[src/rtl/decode_pkg.sv]
// decode_pkg: opcodes, ALU codes, immediate kinds and the decoded
// control bundle shared by decode_comb and decode_stage.
package decode_pkg;

  localparam logic [6:0] OPC_LUI      = 7'b0110111;
  localparam logic [6:0] OPC_AUIPC    = 7'b0010111;
  localparam logic [6:0] OPC_JAL      = 7'b1101111;
  localparam logic [6:0] OPC_JALR     = 7'b1100111;
  localparam logic [6:0] OPC_BRANCH   = 7'b1100011;
  localparam logic [6:0] OPC_LOAD     = 7'b0000011;
  localparam logic [6:0] OPC_STORE    = 7'b0100011;
  localparam logic [6:0] OPC_OP_IMM   = 7'b0010011;
  localparam logic [6:0] OPC_OP       = 7'b0110011;
  localparam logic [6:0] OPC_MISC_MEM = 7'b0001111;
  localparam logic [6:0] OPC_SYSTEM   = 7'b1110011;
  localparam logic [6:0] OPC_OP_IMM32 = 7'b0011011;
  localparam logic [6:0] OPC_OP_32    = 7'b0111011;

  localparam logic [3:0] ALU_ADD    = 4'd0;
  localparam logic [3:0] ALU_SUB    = 4'd1;
  localparam logic [3:0] ALU_SLL    = 4'd2;
  localparam logic [3:0] ALU_SLT    = 4'd3;
  localparam logic [3:0] ALU_SLTU   = 4'd4;
  localparam logic [3:0] ALU_XOR    = 4'd5;
  localparam logic [3:0] ALU_SRL    = 4'd6;
  localparam logic [3:0] ALU_SRA    = 4'd7;
  localparam logic [3:0] ALU_OR     = 4'd8;
  localparam logic [3:0] ALU_AND    = 4'd9;
  localparam logic [3:0] ALU_PASS_B = 4'd10;

  typedef enum logic [2:0] {
    IMM_I, IMM_S, IMM_B, IMM_U, IMM_J, IMM_NONE
  } imm_t;

  typedef struct packed {
    logic [4:0] rs1;
    logic [4:0] rs2;
    logic [4:0] rd;
    logic [2:0] funct3;
    logic [3:0] alu_op;
    logic       is_write;
    logic       alusrc;
    logic       pcsrc;
    logic       regwritesrc;
    logic       mem_acc;
    logic       mem_wr;
    logic       is_branch;
    logic       illegal;
  } ctrl_t;

  // alt selects SUB/SRA; callers only raise it where legal
  function automatic logic [3:0] alu_of(
    input logic [2:0] f3,
    input logic       alt
  );
    logic [3:0] r;
    unique case (f3)
      3'd0:    r = alt ? ALU_SUB : ALU_ADD;
      3'd1:    r = ALU_SLL;
      3'd2:    r = ALU_SLT;
      3'd3:    r = ALU_SLTU;
      3'd4:    r = ALU_XOR;
      3'd5:    r = alt ? ALU_SRA : ALU_SRL;
      3'd6:    r = ALU_OR;
      default: r = ALU_AND;
    endcase
    return r;
  endfunction

endpackage

[src/rtl/decode_comb.sv]
// decode_comb: combinational RV32I/RV64I decoder, instr -> ctrl + imm.
// Ports: instr_i in, ctrl_o/imm_o out. Option: DECODE_ILLEGAL_CHECK_EN.
module decode_comb
  import decode_pkg::*;
#(
  parameter int XLEN = 32
) (
  input  logic [31:0]     instr_i,
  output ctrl_t           ctrl_o,
  output logic [XLEN-1:0] imm_o
);

  localparam bit RV64 = (XLEN == 64);

  logic [6:0]  opc;
  logic [2:0]  f3;
  logic [6:0]  f7;
  logic        f7_z;
  logic        f7_alt;
  logic        sl_ok;
  logic        sr_ok;
  logic        bad;
  imm_t        ityp;
  logic [31:0] imm32;
  ctrl_t       c;

  assign opc    = instr_i[6:0];
  assign f3     = instr_i[14:12];
  assign f7     = instr_i[31:25];
  assign f7_z   = (f7 == 7'h00);
  assign f7_alt = (f7 == 7'h20);

  // RV64 shift immediates carry a 6-bit shamt, so only [31:26] are funct
  assign sl_ok = RV64 ? (instr_i[31:26] == 6'h00) : f7_z;
  assign sr_ok = RV64 ? (instr_i[31:26] == 6'h00 ||
                         instr_i[31:26] == 6'h10)
                      : (f7_z || f7_alt);

  always_comb begin
    c        = '0;
    c.rs1    = instr_i[19:15];
    c.rs2    = instr_i[24:20];
    c.rd     = instr_i[11:7];
    c.funct3 = f3;
    ityp     = IMM_NONE;
    bad      = 1'b0;
    unique case (1'b1)
      opc == OPC_LUI: begin
        ityp = IMM_U; c.alu_op = ALU_PASS_B;
        c.is_write = 1'b1; c.alusrc = 1'b1;
        c.regwritesrc = 1'b1;
      end
      opc == OPC_AUIPC: begin
        ityp = IMM_U; c.is_write = 1'b1;
        c.alusrc = 1'b1; c.regwritesrc = 1'b1;
      end
      opc == OPC_JAL: begin
        ityp = IMM_J; c.is_write = 1'b1;
        c.alusrc = 1'b1; c.pcsrc = 1'b1;
        c.regwritesrc = 1'b1;
      end
      opc == OPC_JALR: begin
        ityp = IMM_I; c.is_write = 1'b1;
        c.alusrc = 1'b1; c.pcsrc = 1'b1;
        c.regwritesrc = 1'b1;
        bad = (f3 != 3'd0);
      end
      opc == OPC_BRANCH: begin
        ityp = IMM_B; c.is_branch = 1'b1;
        bad = (f3 == 3'd2) || (f3 == 3'd3);
      end
      opc == OPC_LOAD: begin
        ityp = IMM_I; c.is_write = 1'b1;
        c.alusrc = 1'b1; c.mem_acc = 1'b1;
        bad = (f3 == 3'd7) ||
              (!RV64 && (f3 == 3'd3 || f3 == 3'd6));
      end
      opc == OPC_STORE: begin
        ityp = IMM_S; c.alusrc = 1'b1;
        c.mem_acc = 1'b1; c.mem_wr = 1'b1;
        bad = (f3 > 3'd3) || (!RV64 && f3 == 3'd3);
      end
      opc == OPC_OP_IMM: begin
        ityp = IMM_I; c.is_write = 1'b1;
        c.alusrc = 1'b1; c.regwritesrc = 1'b1;
        c.alu_op = alu_of(f3, f3 == 3'd5 && instr_i[30]);
        bad = (f3 == 3'd1 && !sl_ok) ||
              (f3 == 3'd5 && !sr_ok);
      end
      opc == OPC_OP: begin
        c.is_write = 1'b1; c.regwritesrc = 1'b1;
        c.alu_op = alu_of(f3, instr_i[30] &&
                   (f3 == 3'd0 || f3 == 3'd5));
        bad = !(f7_z || (f7_alt &&
                (f3 == 3'd0 || f3 == 3'd5)));
      end
      RV64 && opc == OPC_OP_IMM32: begin
        ityp = IMM_I; c.is_write = 1'b1;
        c.alusrc = 1'b1; c.regwritesrc = 1'b1;
        c.alu_op = alu_of(f3, f3 == 3'd5 && instr_i[30]);
        bad = !((f3 == 3'd0) ||
                (f3 == 3'd1 && f7_z) ||
                (f3 == 3'd5 && (f7_z || f7_alt)));
      end
      RV64 && opc == OPC_OP_32: begin
        c.is_write = 1'b1; c.regwritesrc = 1'b1;
        c.alu_op = alu_of(f3, instr_i[30] &&
                   (f3 == 3'd0 || f3 == 3'd5));
        bad = !((f3 == 3'd1 && f7_z) ||
                ((f3 == 3'd0 || f3 == 3'd5) &&
                 (f7_z || f7_alt)));
      end
      opc == OPC_MISC_MEM: bad = (f3 > 3'd1);
      opc == OPC_SYSTEM:   bad = 1'b0;
      default:             bad = 1'b1;
    endcase
`ifdef DECODE_ILLEGAL_CHECK_EN
    c.illegal = bad || (instr_i[1:0] != 2'b11);
    if (c.illegal) begin
      c.is_write  = 1'b0;
      c.mem_acc   = 1'b0;
      c.mem_wr    = 1'b0;
      c.is_branch = 1'b0;
      c.pcsrc     = 1'b0;
    end
`else
    c.illegal = 1'b0;
`endif
    if (c.rd == 5'd0) c.is_write = 1'b0;
  end

`ifndef DECODE_ILLEGAL_CHECK_EN
  logic unused_bad;
  assign unused_bad = bad;
`endif

  always_comb begin
    unique case (ityp)
      IMM_I: imm32 = {{20{instr_i[31]}}, instr_i[31:20]};
      IMM_S: imm32 = {{20{instr_i[31]}}, instr_i[31:25],
                      instr_i[11:7]};
      IMM_B: imm32 = {{19{instr_i[31]}}, instr_i[31],
                      instr_i[7], instr_i[30:25],
                      instr_i[11:8], 1'b0};
      IMM_U: imm32 = {instr_i[31:12], 12'b0};
      IMM_J: imm32 = {{11{instr_i[31]}}, instr_i[31],
                      instr_i[19:12], instr_i[20],
                      instr_i[30:21], 1'b0};
      default: imm32 = '0;
    endcase
  end

  assign ctrl_o = c;
  assign imm_o  = XLEN'($signed(imm32));

endmodule

[src/rtl/decode_stage.sv]
// decode_stage: registered decode with 2-entry skid, flush and handshake.
// Ports: in_* fetch side, out_* execute side. Option: DECODE_ILLEGAL_CHECK_EN.
module decode_stage
  import decode_pkg::*;
#(
  parameter int XLEN = 32
) (
  input  logic            clk,
  input  logic            rst_n,
  input  logic            flush,
  input  logic            in_valid,
  output logic            in_ready,
  input  logic [31:0]     in_instr,
  input  logic [XLEN-1:0] in_pc,
  output logic            out_valid,
  input  logic            out_ready,
  output logic [XLEN-1:0] out_pc,
  output logic [4:0]      out_rs1,
  output logic [4:0]      out_rs2,
  output logic [4:0]      out_rd,
  output logic [XLEN-1:0] out_imm,
  output logic [3:0]      out_alu_op,
  output logic            out_is_write,
  output logic            out_alusrc,
  output logic            out_pcsrc,
  output logic            out_regwritesrc,
  output logic            out_is_access_memory,
  output logic            out_is_write_memory,
  output logic            out_is_branch,
  output logic [2:0]      out_funct3,
  output logic            out_illegal
);

  typedef struct packed {
    ctrl_t           c;
    logic [XLEN-1:0] imm;
    logic [XLEN-1:0] pc;
  } ent_t;

  ent_t  dec;
  ent_t  main_q, main_d;
  ent_t  skid_q, skid_d;
  logic  main_v_q, main_v_d;
  logic  skid_v_q, skid_v_d;
  logic  push, pop;

  decode_comb #(.XLEN(XLEN)) u_dec (
    .instr_i (in_instr),
    .ctrl_o  (dec.c),
    .imm_o   (dec.imm)
  );
  assign dec.pc = in_pc;

  assign in_ready = !skid_v_q;
  assign push     = in_valid && in_ready;
  assign pop      = main_v_q && out_ready;

  always_comb begin
    main_d   = main_q;
    skid_d   = skid_q;
    main_v_d = main_v_q;
    skid_v_d = skid_v_q;
    if (flush) begin
      main_v_d = 1'b0;
      skid_v_d = 1'b0;
    end else if (skid_v_q) begin
      if (pop) begin
        main_d   = skid_q;
        skid_v_d = 1'b0;
      end
    end else if (push) begin
      if (!main_v_q || pop) begin
        main_d   = dec;
        main_v_d = 1'b1;
      end else begin
        skid_d   = dec;
        skid_v_d = 1'b1;
      end
    end else if (pop) begin
      main_v_d = 1'b0;
    end
  end

  always_ff @(posedge clk or negedge rst_n) begin
    if (!rst_n) begin
      main_q   <= '0;
      skid_q   <= '0;
      main_v_q <= 1'b0;
      skid_v_q <= 1'b0;
    end else begin
      main_q   <= main_d;
      skid_q   <= skid_d;
      main_v_q <= main_v_d;
      skid_v_q <= skid_v_d;
    end
  end

  assign out_valid            = main_v_q;
  assign out_pc               = main_q.pc;
  assign out_imm              = main_q.imm;
  assign out_rs1              = main_q.c.rs1;
  assign out_rs2              = main_q.c.rs2;
  assign out_rd               = main_q.c.rd;
  assign out_alu_op           = main_q.c.alu_op;
  assign out_is_write         = main_q.c.is_write;
  assign out_alusrc           = main_q.c.alusrc;
  assign out_pcsrc            = main_q.c.pcsrc;
  assign out_regwritesrc      = main_q.c.regwritesrc;
  assign out_is_access_memory = main_q.c.mem_acc;
  assign out_is_write_memory  = main_q.c.mem_wr;
  assign out_is_branch        = main_q.c.is_branch;
  assign out_funct3           = main_q.c.funct3;
  assign out_illegal          = main_q.c.illegal;

endmodule

[config.mk]
export PLATFORM = sky130hd
export DESIGN_NAME = decode_stage
export DESIGN_NICKNAME = d
export VERILOG_FILES = /design/src/rtl/decode_pkg.sv /design/src/rtl/decode_comb.sv /design/src/rtl/decode_stage.sv
export SDC_FILE = /design/constraint.sdc
export NUM_CORES = 1
export LEC_CHECK = 0
export ABC_AREA = 1
export CORE_ASPECT_RATIO = 1.2
export CORE_UTILIZATION = 33
export DETAILED_ROUTE_END_ITERATION = 8
export PLACE_DENSITY = 0.65
export SLEW_MARGIN = 10
export SYNTH_ARGS = -nofsm -noshare
export SYNTH_HDL_FRONTEND = slang
export SYNTH_SLANG_ARGS = --single-unit
[constraint.sdc]
create_clock -name clk -period 2.3 [get_ports clk]
set_input_delay 0.46 -clock clk [delete_from_list [all_inputs] [get_ports clk]]
set_output_delay 0.46 -clock clk [all_outputs]
set_load 0.05 [all_outputs]
==> results.md, run 1 <==
- Max Freq: 474 MHz
- Synth area leader: dfrtp_1
- Vias per inst: 4.85
- Row count: 64
- Via count: 7801
- Clock slew at reported path FFs: 70 ps
- Maximum number of pins on one net before global-route repair: 70
- Skew-Pair Late Insertion Delay: 430 ps
- Core area: 25600 sq um
- Worst EP required: 1840 ps
- WL met2: 11000 microns
- Leak: 5.58 nW
- Tot GR Track Use: 0.184
- Hold slack: -0.590 ps
- CP Class: reg -> out
- Initial antenna violation count: 0
- Synth Net Count: 1184
- Min cycle time layout: 2110 ps
- Share of the synthesized area in the top cell type: 0.544
- Commonest non-fill, non-tap cell in the layout: nand2_1
- Top Layer Used: met4
- Die height: 179 microns
- Slowest-stage cell, CP: clkdlybuf4s50_1
- CP peak stage delay: 860 ps
- Max Cap Viol: 0
- IO Pins: 165
- Worst EP arrival: 1650 ps
- Drt wl/cell: 14.8 microns
- Clk_skew: 13.3 ps
- Syn. warnings: 0
- Post-route ant nets: 0
- RSZ-0062 raised after global routing: false
- First-pass GRT wire length: 38700 microns
- Layout Nets: 1333
- DR iter-0 viols: 486
- Diode count: 0
- TritonCTS clock tree: built
- CTS buffer count: 17
- WL final: 23800 microns
- Final setup TNS: 0 ps
- Die footprint: 26900 sq um
- Slew headroom: 0.611
- Failing checks: hold timing
- Syn_area_per_cell: 7.76 sq um
- Hold buffer count at cts: 0
- Clock sinks: 188
- HP Class: in -> async
- Most frequent cells in the layout: 416 x nand2_1, 187 x dfrtp_1, 166 x nor2_1
- Layout area overhead: 31.8%
- Outcome: finished with violations
- Maximum clock path buffer count: 2
- Fin. Hold Viols: 1
- Post-synth cell types: 26
- Routed length on met3: 1240 microns
- Ranking of synthesized cells by area: dfrtp_1 54%, nand2_1 18%, nor2_1 7.2%
- Tcrit/Tclk final: 0.917
- TritonRoute pass-1 iters: 5
- Critical path cell sequence: clkdlybuf4s50_1
- Final Wtd Congestion: 0.828
- Share of layout cells above drive strength 1: 0.0658
- Fin util: 0.445
- CTS HTree Levels: 4
- Crit Path Max Fanout: 2
- FF+latch count, synth: 188
- Met1 wire length: 11100 microns
- Mapped Cells: 1115
- DP HPWL: 16600 microns
- Post-synthesis sequential area ratio: 0.544
- Max-slew violations: 0
- Setup bufs post-CTS: 0
- Final setup violation count: 0
- Crit-path leading delay family: buffers and inverters
- Total congestion overflow: 0
- Async SR Flop Fraction: 1.00
- Post-CTS Resized: 0
- Critical path buffers and inverters: 1
- PD cells: 890 nW/um^2
- PortBufs: 163
- DRC: 0
- Main synth FF type: dfrtp_1
- Root buffer cell: clkbuf_16
- Die width: 150 microns
- Vias in the first global route: 7398
- Post-synth EDFFs: 0
- Peak supply drop: 0.000393 V
- Mapped Area: 8650 sq um
- Setup crit start kind: register
- Worst Tran Pin Value: 581 ps
- Critical Path Sink Type: primary output
- Starting density of the core: 0.337
[synthesized netlist by cell type (3+ instances only)]
cell,n
nand3_1,67
buf_1,5
a31oi_1,70
clkbuf_1,46
a21oi_1,40
inv_2,3
o21ai_1,17
buf_4,7
buf_2,15
o21ai_0,20
inv_1,37
dfrtp_1,188
nor2_1,166
nand2_1,417
[where the power goes]
group          internal [mW]  leakage [nW]  switching, mW
clock network           1.54         0.284           1.40
registers               3.97          2.33          0.353
logic                   1.01          2.97           1.88
total                   6.51          5.58           3.63
[state kept, by name, summed over array words and instances, names as in the netlist]
signal                flops
skid_q                   93
out_imm                  32
out_pc                   32
out_rd                    5
out_rs1                   5
out_rs2                   5
out_alu_op                4
out_funct3                3
out_alusrc                1
out_is_access_memory      1
out_is_branch             1
out_is_write              1
out_is_write_memory       1
out_pcsrc                 1
out_regwritesrc           1
out_valid                 1
skid_v_q                  1
[layout make-up]
| class | count | area, sq um |
|---|---|---|
| Tap cell | 330 | 413 |
| Fill cell | 2624 | 14200 |
| Sequential cell | 188 | 4710 |
| Inverter | 40 | 153 |
| Timing Repair Buffer | 203 | 2070 |
| Clock inverter | 15 | 151 |
| Multi-Input combinational cell | 814 | 3480 |
| Clock buffer | 17 | 425 |
[logic make-up (layout without fill, tap and decap cells)]
family,after synthesis,in the layout,share of synthesized area
buffers and inverters,113,275,0.0543
other,1,1,0.000434
flip-flops,188,188,0.544
AO/OA/AOI/OAI,154,154,0.101
AND/OR/NAND/NOR,659,659,0.300
[through the flow]
step                total power, mW  instance area, sq um  cells  setup WS, ps
floorplan                      6.16                  8650   1115           396
global route                   10.7                 11400   1607           129
finish                         10.1                 11400   1607           192
CTS                            10.3                 11400   1607           166
global placement               7.23                 10800   1575          24.3
detailed placement             7.30                 10800   1575          18.0
[path summary, 6_finish.rpt]
check	start	to	slack [ps]	cells after the start
min reg2reg	skid_q[7]$_DFFE_PN0P_	skid_q[7]$_DFFE_PN0P_	470	2
min	rst_n	out_pc[14]$_DFFE_PN0P_	-0.6	1
min in group clk	skid_q[7]$_DFFE_PN0P_	skid_q[7]$_DFFE_PN0P_	470	2
max reg2reg	skid_v_q$_DFF_PN0_	skid_q[32]$_DFFE_PN0P_	640	6
max	out_is_access_memory$_DFFE_PN0P_	out_is_access_memory	190	1
max in group asynchronous	rst_n	out_funct3[0]$_DFFE_PN0P_	1700	2
[metal layers]
metal / up-vias / track usage
met5: - / 0
met4: 0 / 0.0631
met3: 28 / 0.0338
met2: 218 / 0.294
met1: 3675 / 0.249
li1: 3880 / -
Power figures use the tool's default switching activity.
==> run 2, diff against run 1 <==
- PLACE_DENSITY: 0.65 -> 0.67
- clock period: 2.3 -> 1.9 ns (I/O delays scaled with it)
==> run 2 against run 1 <==
Setup slack worse by 110 ps. Critical path type unchanged. Sequential power up 21%. Largest cell class unchanged. The flow now finishes without violations. Critical path depth up 2. Final cell count up 1.9%. First-iteration DRC count up 7.4%.
==> results.md, run 2 (synthesis gave the netlist of run 1 again) <==
- Max Cap Viol: 0 (unchanged)
- Share of layout cells above drive strength 1: 0.134 (was 0.0658)
- Final Wtd Congestion: 0.797 (was 0.828)
- PortBufs: 163 (unchanged)
- Setup crit start kind: register (unchanged)
- Root buffer cell: clkbuf_16 (unchanged)
- Final setup violation count: 0 (unchanged)
- Clock slew at reported path FFs: 70 ps (about the same)
- Final setup TNS: 0 ps (unchanged)
- Outcome: complete, no violations (was finished with violations)
- DP HPWL: 16700 microns (was 16600 microns)
- Crit Path Max Fanout: 29 (was 2)
- Min cycle time layout: 1820 ps
- Post-Layout Cell Count: 1637 (was 1607)
- CP Class: reg -> out (unchanged)
- Max reg flops: 93 (unchanged)
- Critical Path End: in_ready (was out_is_access_memory)
- Vias per inst: 4.78 (was 4.85)
- Slowest-stage cell, CP: dfrtp_2 (was clkdlybuf4s50_1)
- TritonCTS clock tree: built (unchanged)
- Core area: 25600 sq um (unchanged)
- Levels on crit path: 3 (was 1)
- Area after DPL: 10900 sq um (was 10800 sq um)
- R2R Setup Slk: 170 ps (was 640 ps)
- Reg2reg end: skid_q[70]$_DFFE_PN0P_ (was skid_q[32]$_DFFE_PN0P_)
- Tcrit/Tclk final: 0.959
- Critical path buffers and inverters: 3 (was 1)
- Maximum number of pins on one net before global-route repair: 61 (was 70)
- Die footprint: 26900 sq um (unchanged)
- DRC: 0 (unchanged)
- Max-slew violations: 0 (unchanged)
- Most flops, register: skid_q (unchanged)
- PD cells: 1050 nW/um^2 (was 890 nW/um^2)
- Worst EP required: 1520 ps (was 1840 ps)
- TritonRoute pass-1 iters: 5 (unchanged)
- Cell count of the worst reg-to-reg path: 7 (was 6)
- Max Freq: 549 MHz
- Crit-path leading delay family: buffers and inverters (unchanged)
- Clock sinks: 188 (unchanged)
- Total congestion overflow: 0 (unchanged)
- Maximum clock path buffer count: 2 (unchanged)
- Peak supply drop: 0.000457 V (was 0.000393 V)
- Commonest non-fill, non-tap cell in the layout: nand2_1 (unchanged)
- Vias in the first global route: 7467 (was 7398)
- Die height: 179 microns (unchanged)
- Via count: 7832 (was 7801)
- Initial antenna violation count: 0 (unchanged)
- Most frequent cells in the layout: 416 x nand2_1, 187 x dfrtp_1, 166 x nor2_1 (unchanged)
- Clk_skew: 8.58 ps (was 13.3 ps)
- Post-route setup slack: 77.0 ps (was 192 ps)
- DR iter-0 viols: 522 (was 486)
- Tot Pwr: 12.2 mW (was 10.1 mW)
- WL final: 24600 microns (was 23800 microns)
- Leak: 5.88 nW (was 5.58 nW)
- Layout Nets: 1363 (was 1333)
- Row count: 64 (unchanged)
- CP peak stage delay: 430 ps (was 860 ps)
- Critical Path Sink Type: primary output (unchanged)
- Final non-filler cell area: 11600 sq um (was 11400 sq um)
- Pre-CTS WS: -338 ps (was 18.0 ps)
- DP Cell Count: 1602 (was 1575)
- Die width: 150 microns (unchanged)
- RSZ-0062 raised after global routing: false (unchanged)
- IO Pins: 165 (unchanged)
- Post-route ant nets: 0 (unchanged)
- Layout area overhead: 33.9% (was 31.8%)
- Critical Path Start: skid_v_q$_DFF_PN0_ (was out_is_access_memory$_DFFE_PN0P_)
- CTS HTree Levels: 4 (unchanged)
- Starting density of the core: 0.337 (unchanged)
- Drt wl/cell: 15.1 microns (was 14.8 microns)
- Critical path cell sequence: clkinv_2 > buf_16 > buf_8 (was clkdlybuf4s50_1)
- Fin. Hold Viols: 0 (was 1)
- First-pass GRT wire length: 39200 microns (was 38700 microns)
- Worst EP arrival: 1440 ps (was 1650 ps)
- Skew-Pair Late Insertion Delay: 440 ps (was 430 ps)
- Tot GR Track Use: 0.187 (was 0.184)
- HP Class: in -> async (unchanged)
- CTS buffer count: 17 (unchanged)
- Diode count: 0 (unchanged)
- Worst flop-to-flop path startpoint: skid_v_q$_DFF_PN0_ (unchanged)
[run 2: metal layers]
| layer | global-route usage | wire length [microns] | part of all wire |
|---|---|---|---|
| met2 | 0.308 | 11600 | 0.47 |
| met5 | 0 | 0 | 0 |
| met4 | 0.0623 | 403 | 0.016 |
| met3 | 0.0356 | 1410 | 0.057 |
| met1 | 0.248 | 11200 | 0.45 |
[run 2: timing repair]
item                                    CTS  global route
gates resized for setup                  33             0
hold buffers                              1             0
endpoints found under the setup margin   31             2
gates cloned                              1             1
buffers inserted                          0             0
endpoints found under the hold margin    32             0
[run 2: layout make-up]
class / count / area [sq um]
clock buffers: 20 / 447
fillers: 2521 / 14000
clock inverters: 12 / 139
repair buffers: 233 / 2250
flip-flops and latches: 188 / 4710
multi-input cells: 814 / 3480
well taps: 330 / 413
inverters: 40 / 153
[run 2: per-stage QoR]
step	utilization	hold WS, ps
final	0.452	443
after global routing	0.452	460
after global placement	0.427	345
after floorplan	-	84.4
after detailed placement	0.427	337
after CTS	0.451	430
[run 2: worst min-delay path by stage]
stage	startpoint	to	slack [ps]	depth (start not counted)
2_1_floorplan	rst_n	out_alu_op[0]$_DFFE_PN0P_	80	0
3_3_place_gp	rst_n	out_regwritesrc$_DFFE_PN0P_	350	1
3_5_place_dp	rst_n	out_valid$_DFFE_PN0P_	340	1
4_1_cts	rst_n	out_valid$_DFFE_PN0P_	430	2
5_1_grt	rst_n	out_is_branch$_DFFE_PN0P_	460	2
6_report	rst_n	skid_q[71]$_DFFE_PN0P_	440	2
[run 2: report_power, final]
group | internal [mW] | switching [mW] | total, mW
combinational | 1.10 | 2.29 | 3.39
sequential | 4.81 | 0.430 | 5.24
clock | 1.99 | 1.60 | 3.58
